==> config.mk <==
export PLATFORM = sky130hd
export DESIGN_NAME = pwr_seq_ctrl
export DESIGN_NICKNAME = d
export VERILOG_FILES = /design/src/rtl/pwr_seq_pkg.sv /design/src/rtl/dwell_timer.sv /design/src/rtl/pwr_seq_ctrl.sv
export SDC_FILE = /design/constraint.sdc
export NUM_CORES = 1
export LEC_CHECK = 0
export ABC_CLOCK_PERIOD_IN_PS = 3400
export CORE_MARGIN = 2
export CORE_UTILIZATION = 36
export CTS_CLUSTER_SIZE = 12
export DETAILED_ROUTE_END_ITERATION = 7
export PLACE_DENSITY = 0.58
export RECOVER_POWER = 25
export SYNTH_ARGS = -nofsm -noshare
export SYNTH_HDL_FRONTEND = slang
export SYNTH_HIERARCHICAL = 1
export SYNTH_SLANG_ARGS = --single-unit
==> constraint.sdc <==
create_clock -name clk100m -period 3.4 [get_ports clk100m]
set_input_delay 0.51 -clock clk100m [delete_from_list [all_inputs] [get_ports clk100m]]
set_output_delay 0.51 -clock clk100m [all_outputs]
set_load 0.005 [all_outputs]
==> src/rtl/pwr_seq_pkg.sv <==
// pwr_seq_pkg: shared states, mode codes and enable-pattern helper for the power sequencer
package pwr_seq_pkg;
    typedef enum logic [1:0] {IDLE, RUN, DONE} state_t;
    localparam logic MODE_RAMP = 1'b0;
    localparam logic MODE_WALK = 1'b1;
    localparam int MAX_MODULES = 32;
    localparam int K_W = 6;
    localparam int P_W = MAX_MODULES + 1;
    function automatic logic [MAX_MODULES-1:0] pwr_pattern(input logic m, input logic [K_W-1:0] k);
        logic [P_W-1:0] one;
        one = P_W'(1) << k;
        return (m == MODE_WALK) ? one[MAX_MODULES-1:0] : one[MAX_MODULES-1:0] - 1'b1;
    endfunction
endpackage

==> src/rtl/dwell_timer.sv <==
// dwell_timer: loadable down-counter that flags the last cycle of a dwell period
module dwell_timer #(
    parameter int DWELL_W = 32
) (
    input  logic               clk100m,
    input  logic               rst,
    input  logic               load,
    input  logic [DWELL_W-1:0] load_val,
    input  logic               en,
    output logic               expire
);
    logic [DWELL_W-1:0] cnt;
    assign expire = en && cnt == '0;
    // count down to zero and park there; a load always wins
    always_ff @(posedge clk100m) begin
        if (rst) cnt <= '0;
        else if (load) cnt <= load_val;
        else if (en && cnt != '0) cnt <= cnt - 1'b1;
    end
endmodule

==> src/rtl/pwr_seq_ctrl.sv <==
// pwr_seq_ctrl: steps the DUT power-enable bus through a ramp or walk with a fixed dwell per step
module pwr_seq_ctrl
    import pwr_seq_pkg::*;
#(
    parameter int NUM_MODULES = 32,
    parameter int DWELL_W     = 32,
    parameter int IDX_W       = $clog2(NUM_MODULES + 1)
) (
    input  logic                   clk100m,
    input  logic                   rst,
    input  logic                   start,
    input  logic                   stop,
    input  logic                   mode,
    input  logic [DWELL_W-1:0]     dwell_cycles,
    output logic [NUM_MODULES-1:0] pwr_en_out,
    output logic [IDX_W-1:0]       step_idx,
    output logic                   step_strobe,
    output logic                   busy,
    output logic                   done
);
    state_t state, state_n;
    logic mode_q, mode_n;
    logic [DWELL_W-1:0] dly_q, dly_n, dly_in;
    logic [IDX_W-1:0] idx_n, idx_inc;
    logic [NUM_MODULES-1:0] en_n;
    logic strobe_n, busy_n, done_n, load, expire, last_step;
    logic [MAX_MODULES-1:0] pat_first, pat_next;
    assign dly_in    = (dwell_cycles == '0) ? '0 : dwell_cycles - 1'b1;
    assign idx_inc   = step_idx + 1'b1;
    assign last_step = step_idx == ((mode_q == MODE_RAMP) ? IDX_W'(NUM_MODULES) : IDX_W'(NUM_MODULES - 1));
    assign pat_first = pwr_pattern(mode, '0);
    assign pat_next  = pwr_pattern(mode_q, K_W'(idx_inc));
    dwell_timer #(.DWELL_W(DWELL_W)) u_timer (
        .clk100m  (clk100m),
        .rst      (rst),
        .load     (load),
        .load_val (dly_n),
        .en       (state == RUN),
        .expire   (expire)
    );
    // state and every output are registered together
    always_ff @(posedge clk100m) begin
        if (rst) begin
            state       <= IDLE;
            mode_q      <= MODE_RAMP;
            dly_q       <= '0;
            step_idx    <= '0;
            pwr_en_out  <= '0;
            step_strobe <= 1'b0;
            busy        <= 1'b0;
            done        <= 1'b0;
        end else begin
            state       <= state_n;
            mode_q      <= mode_n;
            dly_q       <= dly_n;
            step_idx    <= idx_n;
            pwr_en_out  <= en_n;
            step_strobe <= strobe_n;
            busy        <= busy_n;
            done        <= done_n;
        end
    end
    // next state and outputs: stop beats start, start is ignored while running
    always_comb begin
        state_n  = state;
        mode_n   = mode_q;
        dly_n    = dly_q;
        idx_n    = step_idx;
        en_n     = pwr_en_out;
        strobe_n = 1'b0;
        busy_n   = busy;
        done_n   = done;
        load     = 1'b0;
        if (stop) begin
            state_n = IDLE;
            idx_n   = '0;
            en_n    = '0;
            busy_n  = 1'b0;
            done_n  = 1'b0;
        end else if (start && state != RUN) begin
            state_n  = RUN;
            mode_n   = mode;
            dly_n    = dly_in;
            idx_n    = '0;
            en_n     = pat_first[NUM_MODULES-1:0];
            strobe_n = 1'b1;
            busy_n   = 1'b1;
            done_n   = 1'b0;
            load     = 1'b1;
        end else if (state == RUN && expire) begin
            if (last_step) begin
                state_n = DONE;
                en_n    = '0;
                busy_n  = 1'b0;
                done_n  = 1'b1;
            end else begin
                idx_n    = idx_inc;
                en_n     = pat_next[NUM_MODULES-1:0];
                strobe_n = 1'b1;
                load     = 1'b1;
            end
        end
    end
endmodule

## Yosys cells after proc, flatten, opt, wreduce, memory -nomap -nowiden

Cells that the tools add are included.

- Logic and storage cells: 56
- Output and inout bits: 41
- Register bits: 107
- Input port bits: 37

- Equality and inequality tests: 3
- Bitwise operators: 2
- Multiplexer cells: 21
- $add $sub $neg: 4
- Shift-type cells: 1
- Reductions and logical operators: 16

Operators by type and width:

| kind | count |
|---|---|
| 32-bit 2-to-1 mux | 9 |
| 32-bit by 1-bit subtractor with 32-bit output (second input constant) | 3 |
| 32-bit logical NOT | 2 |
| 32-bit nonzero test | 1 |
| 1-bit by 6-bit << shifter with 32-bit output (first input constant) | 1 |
| 1-bit 2-to-1 mux | 11 |
| 2-bit AND reduction | 4 |
| 6-bit by 1-bit adder with 6-bit output (second input constant) | 1 |
| 6-bit == test | 1 |
| 6-bit 2-to-1 mux | 1 |
| 2-bit nonzero test | 3 |
| 1-bit logical AND | 4 |
| 3-bit OR reduction | 1 |
| 2-bit by 1-bit == test with 1-bit output (second input constant) | 1 |
| 2-bit by 1-bit inequality test with 1-bit output (second input constant) | 1 |
| 1-bit NOT | 2 |
| 2-bit OR reduction | 1 |

## Logic depth before layout (Yosys ltp)

- Word-level depth: 7
- Gate-level depth with buffers: 17
- Mapped depth without buffers: 14

## Cells and area by module

Netlist, hierarchy kept.

Modules (own cells, without submodules):

| module | instances | area an instance (µm²) | seq. area each (µm²) | cells each |
|---|---|---|---|---|
| pwr_seq_ctrl | 1 | 4792.1 | 1481.4 | 629 |
| dwell_timer | 1 | 2006.9 | 640.6 | 249 |

## Worst setup path before layout

OpenSTA, ideal clock, no wires.

- Path type: register -> register
- Start: register u_timer.cnt[0]
- End: register u_timer.cnt[29]
- Library setup time: 145 ps
- Path buffers: 4
- Data required time: 3255 ps
- Cell stages (with the launch flop): 18
- Path slack: 44 ps
- Period minus slack after synthesis: 3356 ps
- Data arrival time: 3211 ps
- Cells stage by stage: dfxtp_1 inv_1 ha_1 nor3b_2 and3_1 clkbuf_1 nand3_1 nor2_1 nand2_1 nor2_1 clkbuf_1 nor2_1 nor2_1 inv_1 clkbuf_1 clkbuf_1 nor2_1 a311oi_2

- Cells in the longest elaborated chain, start to end: 7
- Elaborated cells between the ends (all ways): 12
- Those cells by class: add/sub (1); mux (5); reduce/logical (6)

RTL lines:

| item | RTL line | RTL |
|---|---|---|
| start: declaration | dwell_timer.sv:12 | `logic [DWELL_W-1:0] cnt;` |
| start signal: assignment | dwell_timer.sv:17 | `else if (load) cnt <= load_val;` |
| start signal: assignment | dwell_timer.sv:18 | `else if (en && cnt != '0) cnt <= cnt - 1'b1;` |
| 32-bit logical NOT (*) | dwell_timer.sv:13 | `assign expire = en && cnt == '0;` |
| 1-bit logical AND (*) | dwell_timer.sv:13 |  |
| named net expire | pwr_seq_ctrl.sv:26 | `logic strobe_n, busy_n, done_n, load, expire, last_step;` |
| 1-bit logical AND (*) | pwr_seq_ctrl.sv:90 | `end else if (state == RUN && expire) begin` |
| 1-bit 2-to-1 mux (*) | pwr_seq_ctrl.sv:90 |  |
| 1-bit 2-to-1 mux (*) | pwr_seq_ctrl.sv:80 | `end else if (start && state != RUN) begin` |
| 1-bit 2-to-1 mux (*) | - |  |
| named net load | pwr_seq_ctrl.sv:26 |  |
| 32-bit 2-to-1 mux or 2-bit nonzero test (tied branches) | - |  |

Mark *: on every way through the listed nets, which the timed path passes. The rest lies on a longest branch. The select of a mux whose other input is x is not followed.
A chain may end at the register's enable or synchronous reset.

## Worst setup path after layout

- Start: register step_idx[3]
- End: register pwr_en_out[26]

- Cells in the longest elaborated chain, start to end: 7
- Elaborated cells between the ends (all ways): 8
- Those cells by class: add/sub (2); eq/ne (1); shift (1); mux (4)

RTL lines:

| item | RTL line | RTL |
|---|---|---|
| start: declaration | pwr_seq_ctrl.sv:16 | `output logic [IDX_W-1:0] step_idx,` |
| start signal: assignment | pwr_seq_ctrl.sv:56 | `step_idx <= idx_n;` |
| 6-bit by 1-bit adder with 6-bit output | pwr_seq_ctrl.sv:29 | `assign idx_inc = step_idx + 1'b1;` |
| 1-bit by 6-bit << shifter with 32-bit output | pwr_seq_pkg.sv:11 | `one = P_W'(1) << k;` |
| 32-bit by 1-bit subtractor with 32-bit output | pwr_seq_pkg.sv:12 | `return (m == MODE_WALK) ? one[MAX_MODULES-1:0] : one[MAX_MODULES-1:0] - 1'b1;` |
| 32-bit 2-to-1 mux | pwr_seq_pkg.sv:12 |  |
| 32-bit 2-to-1 mux (*) | pwr_seq_ctrl.sv:91 | `if (last_step) begin` |
| 32-bit 2-to-1 mux (*) | pwr_seq_ctrl.sv:90 |  |
| 32-bit 2-to-1 mux (*) | pwr_seq_ctrl.sv:80 |  |
| end signal: assignment | pwr_seq_ctrl.sv:57 | `pwr_en_out <= en_n;` |
| end: declaration | pwr_seq_ctrl.sv:15 | `output logic [NUM_MODULES-1:0] pwr_en_out,` |

Mark *: on every way between the ends. The rest lies on a longest branch, timed or not. The select of a mux whose other input is x is not followed.

==> impl_results.md <==
- Outcome: complete, no violations
- Post-synth top cells: 120 x nand2_1, 106 x dfxtp_1, 84 x nor2_1
- Worst path required time: 3680 ps
- Die width: about 140 um
- Layout cells sized above 1: 0.104
- N_diodes: 0
- Final setup fails: 0
- CP Launch Type: register
- Synthesized area: roughly 6800 um^2
- Via density: 5.61
- GRT Util Overall: 0.202
- Post-Route WL: 20.1 mm
- Area of the multi-input gates: 4340 um^2
- Max_cap viols: 0
- Syn Area/Cell: 7.74 um^2
- Crit path capture: pwr_en_out[26]
- Antenna Violating Nets Remaining: 0
- Slew headroom: 0.289
- Peak VDD IR: 0.332 mV
- Synth warn: 6
- Post-synth EDFFs: 0
- Crit end category: register
- Worst slack, placed: 167 ps
- Yosys top cell area share: 0.312
- Seq/Total Area, Yosys: 0.312
- Root buf cell: clkbuf_16
- Post-synth top area cell: dfxtp_1
- Pre-Repair DR Iteration Count: 6
- R2R cell count: 13
- # rows: 50
- Reg-to-reg endpoint: pwr_en_out[26]
- CTS max path bufs: 2
- Synthesized instance count: 878
- CTS H-tree lvls: 3
- Final net count: 999
- Vias in the first global route: 6329
- Clk_skew: between 8 and 9 ps
- Final Hold Viols: 0
- #FFs+latches synth: 106
- Area growth syn-to-layout: 21.5%
- Final Max Tran Viols: 0
- DRC errors left: 0
- Leakage: a little under 3 nW
- Core region area: between 15000 and 20000 um^2
- Final min period: 3220 ps
- Yosys cell types: 91
- Most frequent cell after synthesis: nand2_1
- Clock sink count: 106
- Post-DP HPWL: 14.9 mm
- Worst min path class: in2reg
- Reg2Reg Launch Point: step_idx[3]
- Total power: 2.83 mW
- Initial Utilization: 0.365
- Largest net degree at the start of global routing: 71
- Setup total negative slack: 0 ps
- Max Freq: between 0.3 and 0.4 GHz
- Clk_lat worst skew: 360 ps
- Vias: 6698
- R2r setup slk: 180 ps
- Synth async-reset ratio: 0
- Worst-margin pin slew: 1070 ps
- Initial antenna violation count: 0
- Setup CP Type: reg2reg
- DRC marker count from the first detailed-route iteration: 431
- Predominant post-synthesis flop cell: dfxtp_1
- CP Data Arrival Time: 3500 ps
- Filler cell count: 1936
- TritonCTS Buffers: 9
- First-pass GRT wire length: approximately 33 mm
- Wire per inst: 16.8 um
- Post-Synthesis Net Count: 923
- Final setup margin: 179 ps
- GRT overflow: 0
- Ranking of synthesized cells by area: dfxtp_1 31%, nand2_1 6.6%, nor2_1 4.6%
- Port Buffers: 77
- CTS tree: yes
- CP Max Fanout: 15
- Die Ht: 141 um
- Die Area: 20000 um^2
- I/O Pins: 78
- Tcrit/Tclk final: 0.947
- Sequential cell area: 2120 um^2
- Clock transition at path regs: 80 ps
- Pwr dens: 343 nW/um^2
- Crit path from: step_idx[3]
- RD Place Congestion: 0.944
## area by class of cell
| cell class | count | share of cell area |
|---|---|---|
| clock buffers | 12 | 0.0323 |
| repair buffers | 123 | 0.136 |
| flip-flops and latches | 106 | 0.257 |
| multi-input cells | 693 | 0.525 |
| well taps | 234 | 0.0355 |
| inverters | 21 | 0.00955 |
| clock inverters | 4 | 0.00424 |
## power breakdown
| group | total, mW | switching, mW | internal, mW |
|---|---|---|---|
| sequential | 1.33 | 0.0428 | 1.29 |
| clock | 1.06 | 0.497 | 0.563 |
| combinational | 0.441 | 0.253 | 0.188 |
| total | 2.83 | 0.793 | 2.04 |
## stage by stage
stage               cell area [um^2]  hold WS [ps]  utilization  cells
detailed placement              7950           442        0.427   1177
finish                          8260           417        0.443   1193
floorplan                       6800           449            -    878
CTS                             8260           400        0.443   1193
global placement                7950           437        0.427   1177
global route                    8260           420        0.443   1193
## critical path, stage by stage (launching register included)
cell,delay [ps]
dfxtp_1,650
and3_1,330
nand4_1,260
and3_1,290
nor2_1,290
nand2_1,140
ha_1,190
nand2_1,120
a21o_1,180
nor4b_4,70
buf_4,190
nand4_1,90
a21boi_0,120
o31ai_2,210
## kinds of logic after synthesis
group	Yosys count	share of synthesized area
compound gates	218	0.228
xor+xnor	49	0.0631
fa+ha+maj	8	0.0147
buf+inv	79	0.0517
flops	106	0.312
mux	11	0.0166
simple gates	407	0.314
## per-layer routing
layer	global-route usage	share of wire	up-vias
met2	0.362	0.50	152
met5	0	0	-
met4	0.0774	0.032	0
li1	-	-	3348
met3	0.0324	0.036	44
met1	0.241	0.43	3154
## worst min path at each step
stage	from	end	cells past startpoint
detailed placement	pwr_en_out[11]	pwr_en_out[11]	2
global placement	pwr_en_out[11]	pwr_en_out[11]	2
global route	rst	step_strobe	2
finish	rst	step_strobe	2
CTS	rst	step_strobe	2
floorplan	pwr_en_out[10]	pwr_en_out[10]	2
## cell usage in the layout, fill, tap and decap left out, types with 12 or more instances in the layout
| master | Yosys | final |
|---|---|---|
| nor4_1 | 21 | 21 |
| nand2_1 | 120 | 120 |
| xnor2_1 | 35 | 35 |
| dfxtp_1 | 106 | 106 |
| inv_1 | 21 | 21 |
| buf_4 | 2 | 45 |
| a311oi_1 | 15 | 15 |
| dlygate4sd3_1 | 0 | 35 |
| a211oi_1 | 12 | 12 |
| a21oi_1 | 25 | 25 |
| xor2_1 | 14 | 14 |
| o21ai_0 | 38 | 38 |
| o21ai_1 | 33 | 33 |
| nor3_1 | 20 | 20 |
| clkdlybuf4s50_1 | 0 | 41 |
| nand3_1 | 23 | 23 |
| or3_1 | 16 | 16 |
| nor2b_1 | 40 | 40 |
| nor2_1 | 84 | 83 |
## state kept, by name, summed over array words and instances (netlist names)
signal       cells
state            1
u_timer/cnt     32
dly_q           32
pwr_en_out      32
step_idx         6
step_strobe      1
mode_q           1
busy             1
## repair_timing
action | 4_1_cts | 5_1_grt
endpoints found under the setup margin | 0 | 13
hold buffers | 0 | 0
setup buffers | 0 | 0
gates resized for setup | 0 | 1
Power figures use the tool's default switching activity.
